**config.mk**
```make
export PLATFORM = sky130hd
export DESIGN_NAME = mux_nx1_rr
export DESIGN_NICKNAME = d
export VERILOG_FILES = /design/src/rtl/mux_nx1_rr.sv
export SDC_FILE = /design/constraint.sdc
export NUM_CORES = 1
export LEC_CHECK = 0
export CAP_MARGIN = 20
export CORE_MARGIN = 2
export CORE_UTILIZATION = 45
export DETAILED_ROUTE_END_ITERATION = 16
export PLACE_DENSITY = 0.75
export SLEW_MARGIN = 40
export SYNTH_ARGS = -nofsm -noshare
export SYNTH_HDL_FRONTEND = slang
export SYNTH_SLANG_ARGS = --single-unit
```
**constraint.sdc**
```tcl
create_clock -name clk -period 1.6 [get_ports clk]
set_clock_uncertainty 0.1 [all_clocks]
set_input_delay 0.32 -clock clk [delete_from_list [all_inputs] [get_ports clk]]
set_output_delay 0.32 -clock clk [all_outputs]
set_load 0.005 [all_outputs]
```
**src/rtl/mux_nx1_rr.sv**
```systemverilog
// rtl/mux_nx1_rr.sv - N-to-1 registered stream mux with per-channel hold registers
// and round-robin or fixed-priority arbitration.
module mux_nx1_rr #(
    parameter int DATA_W = 8,
    parameter int NUM_IN = 4,
    localparam int SEL_W = $clog2(NUM_IN)
) (
    input  logic                     clk,
    input  logic                     reset,
    input  logic [NUM_IN*DATA_W-1:0] in_data,
    input  logic [NUM_IN-1:0]        in_valid,
    output logic [NUM_IN-1:0]        in_ready,
    input  logic                     mode,
    input  logic                     out_ready,
    output logic [DATA_W-1:0]        out,
    output logic                     out_valid,
    output logic [SEL_W-1:0]         out_sel
);

    logic [DATA_W-1:0] hold [NUM_IN];
    logic [NUM_IN-1:0] full;
    logic [NUM_IN-1:0] full_next;
    logic [NUM_IN-1:0] capture;
    logic [NUM_IN-1:0] grant_mask;
    logic [SEL_W-1:0]  ptr;
    logic [SEL_W-1:0]  winner;
    logic [SEL_W-1:0]  idx;
    logic              found;
    logic              out_free;
    logic              grant;

    // Loops run backwards so the last hit written is the first in search order.
    always_comb begin
        winner   = '0;
        idx      = '0;
        found    = 1'b0;
        out_free = !out_valid || out_ready;
        if (mode) begin
            for (int i = NUM_IN - 1; i >= 0; i--) begin
                if (full[SEL_W'(i)]) begin
                    winner = SEL_W'(i);
                    found  = 1'b1;
                end
            end
        end else begin
            for (int k = NUM_IN; k >= 1; k--) begin
                idx = SEL_W'((int'(ptr) + k) % NUM_IN);
                if (full[idx]) begin
                    winner = idx;
                    found  = 1'b1;
                end
            end
        end
        grant      = out_free && found;
        grant_mask = grant ? (NUM_IN'(1) << winner) : '0;
        capture    = in_valid & in_ready;
        full_next  = (full | capture) & ~grant_mask;
    end

    always_ff @(posedge clk) begin
        if (reset) begin
            full      <= '0;
            in_ready  <= '0;
            out       <= '0;
            out_sel   <= '0;
            out_valid <= 1'b0;
            ptr       <= SEL_W'(NUM_IN - 1);
            for (int i = 0; i < NUM_IN; i++) begin
                hold[i] <= '0;
            end
        end else begin
            full     <= full_next;
            in_ready <= ~full_next;
            for (int i = 0; i < NUM_IN; i++) begin
                if (capture[i]) begin
                    hold[i] <= in_data[i*DATA_W +: DATA_W];
                end
            end
            if (grant) begin
                out       <= hold[winner];
                out_sel   <= winner;
                out_valid <= 1'b1;
                ptr       <= winner;
            end else if (out_free) begin
                out_valid <= 1'b0;
            end
        end
    end

endmodule

```
## After elaboration in Yosys (flattened, before gate mapping)

Memory sizes are Yosys's and may differ from the RTL's. A register that Yosys moved wholly into a read port is not among the register bits.
Cells that the tools add are included.
Widths: inputs -> output; s select.

| cells by class | value |
|---|---|
| order comparisons | 4 |
| shifts and indexed selects | 1 |
| bitwise gates (word level) | 9 |
| $add $sub $neg | 4 |
| muxes and demuxes | 43 |
| reductions and logical operators | 4 |

Operators by type and width:

| kind | number |
|---|---|
| $mux 8 | 4 |
| $mux 1 | 27 |
| $mux 2 | 7 |
| $lt 2x3->1 const B | 4 |
| $and 4x4->4 | 2 |
| $bmux 1 s2 | 4 |
| $not 4->4 | 2 |
| $add 2x1->2 const B | 2 |
| $add 2x2->2 const B | 2 |
| $mux 4 | 1 |
| $or 1x1->1 | 4 |
| $or 4x4->4 | 1 |
| $shl 1x2->4 const A | 1 |
| $reduce_bool 2->1 | 1 |
| $logic_and 1x1->1 | 1 |
| $logic_not 1->1 | 1 |
| $logic_or 1x1->1 | 1 |

| storage, ports and cells | value |
|---|---|
| bits in registers | 13 |
| RAM bits | 32 |
| input port bits | 40 |
| memories | 1 |

Memory list:

| name | depth | bits a word | rd ports | clocked after Yosys merged registers in | wr ports | line | text |
|---|---|---|---|---|---|---|---|
| hold | 4 | 8 | 1 | 1 | 4 | 20 | `logic [DATA_W-1:0] hold [NUM_IN];` |

## Logic depth before layout (Yosys ltp)

| logic depth | value |
|---|---|
| word-level depth | 13 |
| mapped depth | 7 |

## Least setup slack after synthesis

OpenSTA, ideal clock, no wires.

| timing path | value |
|---|---|
| path kind | register -> register |
| start point | register full[2] |
| end point | register out[3] (read register of hold) |
| library setup time | 0.126 ns |
| path buffers | 2 |
| stages on the path, launching flop included | 8 |
| path slack | -0.167 ns |
| data arrival time | 1.541 ns |
| clock period less this slack | 1.767 ns |
| required time | 1.374 ns |
| cells stage by stage | dfxtp_1 > or2_1 > mux2_4 > and2_4 > buf_6 > buf_6 > a211oi_2 > o31ai_2 |

| on the way | value |
|---|---|
| cells in the longest elaborated chain, start to end | 8 |
| elaborated cells on any way between the ends | 19 |
| classes of those cells | mux: 18; reduce/logical: 1 |

RTL lines:

| item | line | text |
|---|---|---|
| start: declaration | 21 | `logic [NUM_IN-1:0] full;` |
| start signal: assignment | 72 | `full <= full_next;` |
| $bmux 1 s2 | 48 | `if (full[idx]) begin` |
| $mux 1 (implied by the code) | 48 |  |
| $mux 1 (4 in a row) | 48 |  |
| $mux 1 | 38 | `if (mode) begin` |
| $logic_and 1x1->1 | 54 | `grant = out_free && found;` |
| end: declaration | 15 | `output logic [DATA_W-1:0] out,` |

Several ways; a longest one is shown, not always the timed one. The select of a mux whose other input is x is not followed.
A chain may end at the register's enable or synchronous reset.

## Final worst setup path

| timing path | value |
|---|---|
| start point | register full[2] |
| end point | register out[6] (read register of hold) |

The elaborated chain is that of the path after synthesis.

==> reports/metrics.cfg <==
[yosys]
synth_top_area_frac=0.385
synth.area.top_cells=edfxtp_1 39%, dfxtp_1 17%, and2_1 8.0%
synth_nets=249
yosysWarnings=0
postSynthCellCount=209
synth_edf_count=32
synth.avg_cell_area_sq_um=11.9
ys_seq_area_frac=0.554
ys_top_cells_by_count=32 x and2_1, 32 x edfxtp_1, 21 x dfxtp_1
synth_cell_types=35
synth-seq-cells=53
synthesis.area_sq_um=2490
synthArstFlopShare=0
synthFlopType=edfxtp_1
synth_top_area_cell=edfxtp_1

[global_route]
grt_max_degree=18
antenna_found_initial=0
grt_usage=0.210
grt_pass1_vias=1909
grt_pass1_wl_mm=9.77
grt_overflow=0

[layout]
syn2layout_area_growth_pct=56.9
nets=344
final_cells=377
diodes=0
drive_gt1_frac=0.387

[clock_tree]
root_buffer=clkbuf_8
cts-htree-levels=2
cts_tree=done
clockBufferDepth=2
clkTransAtPathRegs_ns=0.09
cts_made_buffers=5
clock-sinks=53
clock_latency_ns=0.31
hold_buffers=0

[die]
core_area_sq_um=5440
die_h_microns=78.5
num_rows=27
pin_count=55
initial_utilization=0.459
die_w_microns=78.5
dieArea_sq_um=6160

[route]
drt_iter0_drc=87
vias=1990
avgRoutedWirePerCell_microns=17.8
detail_route.vias_per_cell=5.28
drcViolationCount=0
wl_mm=6.71
ant_nets=0
dr.pass1.iters=4

[power]
power_density_nw_per_um2=919
p_leak_nw=1.53
power.total_mw=3.60
ir_drop_v=0.000564

[status]
run_status=complete, but fails checks
violations=setup timing

[worst_setup_path]
cp.required_ns=1.71
critical_path_class=reg2reg
worst_path_max_delay_cell=dfxtp_4
crit_chain=or2_1 -> mux2_4 -> and2_4 -> buf_12 -> a211oi_4 -> o31ai_2
cpPeakStageDelay_ns=0.37
cp.arrival_ns=1.96
crit_path_end_kind=register
cp_max_fo=6
cp-start-kind=register

[timing]
drv_slew=0
finalHoldViolations=0
final.min_clock_period_ns=1.85
clock.fmax_ghz=0.539
grt_setup_unrepaired=yes
setup_viol=20
tightestPinTransition_ns=0.372
setup_slack_ns=-0.255
final.period_utilization=1.16
max_slew_margin=0.751
finalSetupTns_ns=-3.62

[placed_design]
gp_congestion=0.832
hpwlAfterDp_mm=4.32
port-buffer-count=54
dp_cells=360

[min_path]
hp-class=reg2reg

[flow_run]
maxCapViolations=0

-- layer usage --
metal | track usage | routed length, microns
met5 | 0 | 0
met4 | 0.0667 | 110
met3 | 0.0345 | 234
met2 | 0.366 | 3580
met1 | 0.268 | 2790
-- where the power goes --
part | internal [mW] | switching [mW] | leakage, nW | total, mW
clock network | 0.347 | 0.420 | 0.0496 | 0.767
registers | 1.59 | 0.0827 | 0.518 | 1.67
logic | 0.627 | 0.528 | 0.965 | 1.16
total | 2.57 | 1.03 | 1.53 | 3.60
-- kinds of logic (layout without fill, tap and decap cells) --
kind of cell	after synthesis	in the layout	synth area share
AOI/OAI and AO/OA	60	60	0.216
buffers and inverters	13	108	0.0301
DFF	53	53	0.554
muxes	1	1	0.00602
and+or+nand+nor	82	83	0.194
-- critical path, delay by kind of cell, from the launching register on --
kind / cells / cell delay, ns
flip-flops: 1 / 0.37
AO/OA/AOI/OAI: 2 / 0.38
buffers and inverters: 1 / 0.13
multiplexers: 1 / 0.32
AND/OR/NAND/NOR: 2 / 0.44
-- area by class of cell --
cell class                 instances  area, sq um
fill                             358         1520
sequential                        53         1410
multi-input combinational        144         1290
timing repair buffer              98         1030
tap                               72         90.1
clock buffer                       7         86.3
inverter                           2         7.51
clock inverter                     1         3.75
-- per-stage QoR --
step | setup slack [ns] | area, sq um | util | hold WS, ns
5_1_grt | -0.353 | 3920 | 0.720 | 0.404
6_report | -0.255 | 3920 | 0.720 | 0.375
3_5_place_dp | -0.576 | 3380 | 0.622 | 0.348
4_1_cts | -0.229 | 3700 | 0.680 | 0.360
2_1_floorplan | -0.110 | 2500 | - | 0.353
3_3_place_gp | -0.473 | 3380 | 0.622 | 0.347
-- state kept, by name, indices dropped and copies added, names as in the netlist --
register and flops:
out_sel 2, ptr 2, out 8, hold 32, out_valid 1, full 4
in_ready 4
-- worst paths after layout --
check | startpoint | to | slack [ns] | cells past startpoint
hold / removal | out_sel[1] | out_sel[1] | 0.37 | 2
setup reg to reg | full[2] | out[6] | -0.25 | 6
hold reg to reg | out_sel[1] | out_sel[1] | 0.37 | 2
setup / recovery | full[2] | out[6] | -0.25 | 6
-- cell usage in the layout, fill, tap and decap left out, types with 4 or more instances in the layout --
cell	Yosys	final
a211oi_2	8	14
a21boi_1	2	5
a21boi_2	0	4
a21boi_4	0	6
a21oi_1	9	8
a31oi_4	1	4
and2_1	32	32
buf_12	0	9
buf_4	2	30
buf_6	2	4
clkbuf_8	0	6
clkdlybuf4s50_1	0	48
dfxtp_2	0	15
dlymetal6s2s_1	0	5
edfxtp_1	32	32
nand2_1	11	10
nand2b_1	11	10
nand3b_1	8	8
nor2_1	8	8
o31ai_2	8	7
-- repair_timing --
action	in CTS	in global routing
cloned	2	1
gates resized for setup	64	35
pin swaps	16	8
endpoints found under the setup margin	24	33
setup buffers	4	5
No activity file was read; power rests on OpenSTA's default activity.
